<file path="config.mk">
export PLATFORM = sky130hd
export DESIGN_NAME = map_port_arbiter_flat
export DESIGN_NICKNAME = d
export VERILOG_FILES = /design/src/rtl/map_arb_pkg.sv /design/src/rtl/map_port_arbiter_if.sv /design/src/rtl/map_tag_pipe.sv /design/src/rtl/map_port_arbiter.sv /design/src/flat_wrapper.sv
export SDC_FILE = /design/constraint.sdc
export NUM_CORES = 1
export LEC_CHECK = 0
export ABC_CLOCK_PERIOD_IN_PS = 2360
export CORE_MARGIN = 2
export CORE_UTILIZATION = 48
export CTS_CLUSTER_DIAMETER = 50
export DETAILED_ROUTE_END_ITERATION = 10
export PLACE_DENSITY = 0.84
export SYNTH_ARGS = -nofsm -noshare
export SYNTH_HDL_FRONTEND = slang
export SYNTH_SLANG_ARGS = --single-unit
export TNS_END_PERCENT = 1
</file>
<file path="constraint.sdc">
create_clock -name clk -period 2.36 [get_ports clk]
set_input_delay 0.472 -clock clk [delete_from_list [all_inputs] [get_ports clk]]
set_output_delay 0.472 -clock clk [all_outputs]
set_load 0.1 [all_outputs]
</file>
<file path="src/rtl/map_arb_pkg.sv">
// Shared constants, tag bit positions and CPU probe FSM encoding for the map port arbiter.
package map_arb_pkg;

  localparam int TAG_W    = 4;
  localparam int TAG_VID  = 3;
  localparam int TAG_CPU  = 2;
  localparam int TAG_OOB  = 1;
  localparam int TAG_DROP = 0;

  localparam int MAP_DIM   = 128;
  localparam int CELL_W    = $clog2(MAP_DIM);
  localparam int PIX_SHIFT = 2;
  localparam logic [9:0] OOB_LIMIT = 10'd512;

  typedef enum logic [1:0] {
    C_IDLE = 2'b00,
    C_PEND = 2'b01,
    C_INFL = 2'b10,
    C_REL  = 2'b11
  } cpu_state_e;

  function automatic logic is_oob(input logic [9:0] row, input logic [9:0] col);
    return (row >= OOB_LIMIT) || (col >= OOB_LIMIT);
  endfunction

  function automatic logic [CELL_W-1:0] pix_to_cell(input logic [9:0] pix);
    return pix[PIX_SHIFT +: CELL_W];
  endfunction

endpackage

</file>
<file path="src/rtl/map_port_arbiter_if.sv">
// Bus bundle for the map port arbiter: video requester, CPU probe and world-map read port.
interface map_port_arbiter_if;

  logic       vid_req;
  logic [9:0] vid_row;
  logic [9:0] vid_col;
  logic [1:0] vid_pixel;
  logic       vid_valid;
  logic       cpu_req;
  logic [6:0] cpu_x;
  logic [6:0] cpu_y;
  logic       cpu_ack;
  logic [1:0] cpu_data;
  logic       map_rd;
  logic [6:0] map_row;
  logic [6:0] map_col;
  logic [1:0] map_data;
  logic [7:0] starve_cnt;

  modport master (
    output vid_req, vid_row, vid_col, cpu_req, cpu_x, cpu_y, map_data,
    input  vid_pixel, vid_valid, cpu_ack, cpu_data, map_rd, map_row, map_col, starve_cnt
  );

  modport slave (
    input  vid_req, vid_row, vid_col, cpu_req, cpu_x, cpu_y, map_data,
    output vid_pixel, vid_valid, cpu_ack, cpu_data, map_rd, map_row, map_col, starve_cnt
  );

endinterface

</file>
<file path="src/rtl/map_tag_pipe.sv">
// Fixed-depth shift register of {valid, tag} that lines slot tags up with the map read data.
module map_tag_pipe #(
  parameter int DEPTH = 2,
  parameter int WIDTH = 4
) (
  input  logic             clk,
  input  logic             reset,
  input  logic [WIDTH-1:0] tag_in,
  output logic [WIDTH-1:0] tag_out,
  output logic             valid_out
);

  logic [DEPTH-1:0][WIDTH:0] stage_r;

  // advance every slot tag one stage per cycle; empty slots travel as all-zero
  always_ff @(posedge clk or negedge reset) begin
    if (!reset) begin
      stage_r <= '0;
    end else begin
      stage_r[0] <= {|tag_in, tag_in};
      for (int i = 1; i < DEPTH; i++) begin
        stage_r[i] <= stage_r[i-1];
      end
    end
  end

  assign tag_out   = stage_r[DEPTH-1][WIDTH-1:0];
  assign valid_out = stage_r[DEPTH-1][WIDTH];

endmodule

</file>
<file path="src/rtl/map_port_arbiter.sv">
// Shares the world-map read port between the real-time video path and a CPU probe,
// with a starvation guard that lets a long-waiting CPU steal one video slot.
module map_port_arbiter
  import map_arb_pkg::*;
#(
  parameter int STARVE_LIMIT = 16,
  parameter int MAP_LAT      = 1
) (
  input logic               clk,
  input logic               reset,
  map_port_arbiter_if.slave bus
);

  localparam logic [7:0] LIMIT = 8'(STARVE_LIMIT);

  cpu_state_e        state_r;
  logic [7:0]        wait_r;
  logic [CELL_W-1:0] cpu_x_r;
  logic [CELL_W-1:0] cpu_y_r;
  logic [1:0]        last_pix_r;

  logic              oob_s;
  logic              pend_s;
  logic              vid_hit_s;
  logic              force_s;
  logic              vid_read_s;
  logic              cpu_grant_s;
  logic [TAG_W-1:0]  tag_in_s;
  logic [TAG_W-1:0]  tag_out_s;
  logic              tag_valid_s;

  // slot decision: forced CPU, then video, then CPU, then idle
  always_comb begin
    oob_s       = is_oob(bus.vid_row, bus.vid_col);
    pend_s      = (state_r == C_PEND);
    vid_hit_s   = bus.vid_req & ~oob_s;
    force_s     = vid_hit_s & pend_s & (wait_r == LIMIT);
    vid_read_s  = vid_hit_s & ~force_s;
    cpu_grant_s = pend_s & (force_s | ~vid_hit_s);
    tag_in_s           = '0;
    tag_in_s[TAG_VID]  = vid_read_s;
    tag_in_s[TAG_CPU]  = cpu_grant_s;
    tag_in_s[TAG_OOB]  = bus.vid_req & oob_s;
    tag_in_s[TAG_DROP] = force_s;
  end

  map_tag_pipe #(
    .DEPTH (MAP_LAT + 1),
    .WIDTH (TAG_W)
  ) u_tag_pipe (
    .clk       (clk),
    .reset     (reset),
    .tag_in    (tag_in_s),
    .tag_out   (tag_out_s),
    .valid_out (tag_valid_s)
  );

  // map port is driven in the cycle after the slot decision
  always_ff @(posedge clk or negedge reset) begin
    if (!reset) begin
      bus.map_rd  <= 1'b0;
      bus.map_row <= 7'd0;
      bus.map_col <= 7'd0;
    end else begin
      bus.map_rd <= vid_read_s | cpu_grant_s;
      if (vid_read_s) begin
        bus.map_row <= pix_to_cell(bus.vid_row);
        bus.map_col <= pix_to_cell(bus.vid_col);
      end else if (cpu_grant_s) begin
        bus.map_row <= cpu_y_r;
        bus.map_col <= cpu_x_r;
      end else begin
        bus.map_row <= 7'd0;
        bus.map_col <= 7'd0;
      end
    end
  end

  // CPU probe FSM with its wait counter and registered ack/data
  always_ff @(posedge clk or negedge reset) begin
    if (!reset) begin
      state_r      <= C_IDLE;
      wait_r       <= 8'd0;
      cpu_x_r      <= 7'd0;
      cpu_y_r      <= 7'd0;
      bus.cpu_ack  <= 1'b0;
      bus.cpu_data <= 2'b00;
    end else begin
      bus.cpu_ack <= 1'b0;
      case (state_r)
        C_IDLE: begin
          wait_r <= 8'd0;
          if (bus.cpu_req) begin
            cpu_x_r <= bus.cpu_x;
            cpu_y_r <= bus.cpu_y;
            state_r <= C_PEND;
          end
        end
        C_PEND: begin
          if (cpu_grant_s) begin
            wait_r  <= 8'd0;
            state_r <= C_INFL;
          end else if (wait_r != LIMIT) begin
            wait_r <= wait_r + 8'd1;
          end
        end
        C_INFL: begin
          wait_r <= 8'd0;
          if (tag_valid_s && tag_out_s[TAG_CPU]) begin
            bus.cpu_ack  <= 1'b1;
            bus.cpu_data <= bus.map_data;
            state_r      <= C_REL;
          end
        end
        C_REL: begin
          // a request still held here has already been served
          wait_r <= 8'd0;
          if (!bus.cpu_req) begin
            state_r <= C_IDLE;
          end
        end
        default: begin
          wait_r  <= 8'd0;
          state_r <= C_IDLE;
        end
      endcase
    end
  end

  // video result capture; every video tag pulses vid_valid at the same latency
  always_ff @(posedge clk or negedge reset) begin
    if (!reset) begin
      bus.vid_valid  <= 1'b0;
      bus.vid_pixel  <= 2'b00;
      last_pix_r     <= 2'b00;
      bus.starve_cnt <= 8'd0;
    end else begin
      bus.vid_valid <= 1'b0;
      if (force_s && (bus.starve_cnt != 8'hFF)) begin
        bus.starve_cnt <= bus.starve_cnt + 8'd1;
      end
      if (tag_valid_s) begin
        if (tag_out_s[TAG_VID]) begin
          bus.vid_valid <= 1'b1;
          bus.vid_pixel <= bus.map_data;
          last_pix_r    <= bus.map_data;
        end else if (tag_out_s[TAG_DROP]) begin
          bus.vid_valid <= 1'b1;
          bus.vid_pixel <= last_pix_r;
        end else if (tag_out_s[TAG_OOB]) begin
          bus.vid_valid <= 1'b1;
          bus.vid_pixel <= 2'b00;
        end
      end
    end
  end

endmodule
</file>
<file path="src/flat_wrapper.sv">
// flat-port wrapper written by rule: the top's interface ports become plain ports
module map_port_arbiter_flat import map_arb_pkg::*;
#(
  parameter int STARVE_LIMIT = 16,
  parameter int MAP_LAT      = 1
)
  (clk, reset, bus_vid_req, bus_vid_row, bus_vid_col, bus_cpu_req, bus_cpu_x, bus_cpu_y, bus_map_data, bus_vid_pixel, bus_vid_valid, bus_cpu_ack, bus_cpu_data, bus_map_rd, bus_map_row, bus_map_col, bus_starve_cnt);
  map_port_arbiter_if bus_i ();
  input logic clk;
  input logic reset;
  input wire logic [$bits(bus_i.vid_req)-1:0] bus_vid_req;
  input wire logic [$bits(bus_i.vid_row)-1:0] bus_vid_row;
  input wire logic [$bits(bus_i.vid_col)-1:0] bus_vid_col;
  input wire logic [$bits(bus_i.cpu_req)-1:0] bus_cpu_req;
  input wire logic [$bits(bus_i.cpu_x)-1:0] bus_cpu_x;
  input wire logic [$bits(bus_i.cpu_y)-1:0] bus_cpu_y;
  input wire logic [$bits(bus_i.map_data)-1:0] bus_map_data;
  output wire logic [$bits(bus_i.vid_pixel)-1:0] bus_vid_pixel;
  output wire logic [$bits(bus_i.vid_valid)-1:0] bus_vid_valid;
  output wire logic [$bits(bus_i.cpu_ack)-1:0] bus_cpu_ack;
  output wire logic [$bits(bus_i.cpu_data)-1:0] bus_cpu_data;
  output wire logic [$bits(bus_i.map_rd)-1:0] bus_map_rd;
  output wire logic [$bits(bus_i.map_row)-1:0] bus_map_row;
  output wire logic [$bits(bus_i.map_col)-1:0] bus_map_col;
  output wire logic [$bits(bus_i.starve_cnt)-1:0] bus_starve_cnt;
  assign bus_i.vid_req = bus_vid_req;
  assign bus_i.vid_row = bus_vid_row;
  assign bus_i.vid_col = bus_vid_col;
  assign bus_i.cpu_req = bus_cpu_req;
  assign bus_i.cpu_x = bus_cpu_x;
  assign bus_i.cpu_y = bus_cpu_y;
  assign bus_i.map_data = bus_map_data;
  assign bus_vid_pixel = bus_i.vid_pixel;
  assign bus_vid_valid = bus_i.vid_valid;
  assign bus_cpu_ack = bus_i.cpu_ack;
  assign bus_cpu_data = bus_i.cpu_data;
  assign bus_map_rd = bus_i.map_rd;
  assign bus_map_row = bus_i.map_row;
  assign bus_map_col = bus_i.map_col;
  assign bus_starve_cnt = bus_i.starve_cnt;
  map_port_arbiter #(.STARVE_LIMIT(STARVE_LIMIT), .MAP_LAT(MAP_LAT)) u_core (.clk(clk), .reset(reset), .bus(bus_i));
endmodule
</file>
==> flow_metrics.tcl <==
set metrics [dict create \
    outcome "complete, no violations" \
    ir_drop_mv 0.667 \
    p_sw_mw 1.71 \
    synth_edf_count 0 \
    n_antenna_cell 0 \
    use_met2 0.316 \
    maxCapViolations 0 \
    yosys-top-cells-count "dfrtp_1, inv_1, nand3_1" \
    p_per_area_mw_per_mm2 1160 \
    use_met3 0.0511 \
    avgSynthCellArea_um2 12.0 \
    yosys_warnings 0 \
    setup_viol 0 \
    dp_hpwl_um 3740 \
    hold_viol_final 0 \
    fill_cells 404 \
    syn_inst 224 \
    antenna_found_initial 0 \
    tightest_slew_ps 665 \
    r2r_slack_ps 310 \
    power.share.sequential 0.369 \
    path_class "reg2reg" \
    htree_levels 3 \
    max_freq_mhz 487 \
    cts_root_buffer "clkbuf_8" \
    ioPinCount 69 \
    setup_tns_ps 0 \
    cp_cell_sequence "or4b_4 -> o21ai_4 -> inv_1 -> and3_1" \
    grt_max_degree 44 \
    synthTopCellsByArea "dfrtp_1, mux2_2, nand3_1" \
    fin_crit_ps 2050 \
    min_path_type "in2async" \
    rsz0062_at_grt "false" \
    chipHeight_um 79.0 \
    detail_route.iter0.violations 127 \
    slew_violations 0 \
    cts_made_buffers 9 \
    async_flop_share 1.00 \
    core.rowCount 27 \
    p_leak_nw 1.81 \
    grt_use_total 0.196 \
    die_x_um 79.0 \
    vias_per_cell 4.99 \
    routed_wl_um 5370 \
    required_ps 2590 \
    vias 1886 \
    cts.path.max_buffers 2 \
    design.core.area_mm2 0.00547 \
    port_buffers 64 \
    layout-drive-gt1-share 0.261 \
    dr.pass1.iters 4 \
    die_area_mm2 0.00623 \
    ys.flop_type "dfrtp_1" \
    grt_pass1_vias 1940 \
    wl_per_cell_um 14.2 \
    busiest_layer "met2" \
    drc 0 \
    skew_ps 7.37 \
    synth-seq-cells 65 \
    syn_to_final_growth_pct 34.1 \
    p_sw_frac 0.407 \
    internal_power_mw 2.49 \
    synth.top_cell.area_share 0.603 \
    clock_latency_ps 340 \
    synth_area_leader_cell "dfrtp_1" \
    p_comb_frac 0.399 \
    crit_fanout 30 \
    cts_setup_buffers 0 \
    overflow 0 \
    synth_area_mm2 0.00270 \
    start_kind "flip-flop" \
    num-nets-final 348 \
    grt_pass1_wl_um 9050 \
    ys_types 41 \
    crit_path_end_kind "flip-flop" \
    yosysMostFrequentCell "dfrtp_1" \
    cts.clk_slew.worst_paths_ps 70 \
    clkPwrFrac 0.232 \
    initial_core_util 0.493 \
    cpPeakStageDelay_ps 620 \
    postSynthNetCount 271 \
    ys_seq_area_frac 0.603 \
    power_mw 4.19 \
    crit_slowest_cell "or4b_4" \
    postRouteAntennaNets 0 \
    fin_crit_sh 0.870 \
    place_congestion 0.822 \
    maxSlewHeadroom 0.555 \
    clkSinkCount 65 \
    cts_tree "yes" \
    grt_use_met1 0.234 \
    arrival_ps 2280 \
]
final cells by class:
type,count,area [µm²],area share
clock buffer,14,173,0.0478
inverter,23,86.3,0.0239
clock inverter,2,35.0,0.00969
sequential,65,1630,0.450
timing repair buffer,72,636,0.176
multi-input combinational,130,970,0.268
tap,72,90.1,0.0249
worst paths after layout:
kind	start	end	cells past startpoint
worst max register to register	u_core.wait_r[5]$_DFFE_PN0P_	u_core.wait_r[1]$_DFFE_PN0P_	4
worst min register to register	u_core.u_tag_pipe.stage_r[3]$_DFF_PN0_	u_core.u_tag_pipe.tag_out[3]$_DFF_PN0_	0
worst max-delay path	u_core.wait_r[5]$_DFFE_PN0P_	u_core.wait_r[1]$_DFFE_PN0P_	4
max in group asynchronous	reset	u_core.wait_r[0]$_DFFE_PN0P_	2
worst min-delay path	reset	u_core.bus.map_row[3]$_DFF_PN0_	1
min in group clk	u_core.u_tag_pipe.stage_r[3]$_DFF_PN0_	u_core.u_tag_pipe.tag_out[3]$_DFF_PN0_	0
through the flow:
| step | setup WS (ps) | hold slack, ps | area (µm²) | utilization | cells |
|---|---|---|---|---|---|
| floorplan | 6.22 | 176 | 2700 | - | 224 |
| global placement | 56.3 | 334 | 3400 | 0.621 | 362 |
| detailed placement | 24.5 | 336 | 3400 | 0.621 | 362 |
| CTS | 33.3 | 113 | 3610 | 0.659 | 378 |
| global route | 205 | 144 | 3620 | 0.661 | 378 |
| finish | 307 | 105 | 3620 | 0.661 | 378 |
timing repair:
action	4_1_cts	5_1_grt
resized for setup	0	1
hold buffers	0	0
setup endpoints to repair	0	10
registers in the layout, indices dropped and copies added (netlist names), 4 cells and up:
name and count:
u_core.u_tag_pipe.stage_r 5, u_core.wait_r 8, u_core.u_tag_pipe.tag_out 4, u_core.bus.map_row 7, u_core.bus.map_col 7, u_core.cpu_y_r 7
u_core.cpu_x_r 7, u_core.bus.starve_cnt 8
power by group through the flow:
stage	clock, mW	combinational, mW	sequential, mW
after global routing	1.05	1.77	1.58
final	0.973	1.67	1.55
after floorplan	0	0.479	2.34
after detailed placement	0	1.68	1.57
after global placement	0	1.65	1.55
after CTS	0.990	1.69	1.55
cells in the final DEF, fill, tap and decap left out, types with 2 or more instances in the layout:
master and n:
clkdlybuf4s50_1 34, o21ai_0 16, dfrtp_1 65, clkbuf_1 2
nand2_1 11, ha_1 7, inv_1 23, xor2_1 10
buf_4 36, clkbuf_8 12, mux2i_1 2, and3_1 4
a21oi_1 3, nor2_1 11, nand3_1 22, mux2_2 18
layer usage:
| layer | up-vias | wire length, µm |
|---|---|---|
| li1 | 907 | - |
| met4 | 0 | 176 |
| met1 | 910 | 2230 |
| met2 | 54 | 2700 |
| met3 | 15 | 264 |
| met5 | - | 0 |
worst max-delay path, delay by kind of cell, from the launching register on:
| kind | cells | cell delay (ps) |
|---|---|---|
| AO/OA/AOI/OAI | 1 | 580 |
| buffers and inverters | 1 | 120 |
| flip-flops | 1 | 420 |
| AND/OR/NAND/NOR | 2 | 820 |
kinds of logic (layout without fill, tap and decap cells):
logic type | count (synthesis) | after routing | share of synthesized area
adder cells (fa/ha/maj) | 7 | 7 | 0.0325
AO/OA/AOI/OAI | 25 | 25 | 0.0557
flip-flops | 65 | 65 | 0.603
XOR/XNOR | 11 | 11 | 0.0357
AND/OR/NAND/NOR | 65 | 65 | 0.139
multiplexers | 22 | 22 | 0.0923
buffers and inverters | 29 | 111 | 0.0413
(Power assumes the default switching activity.)
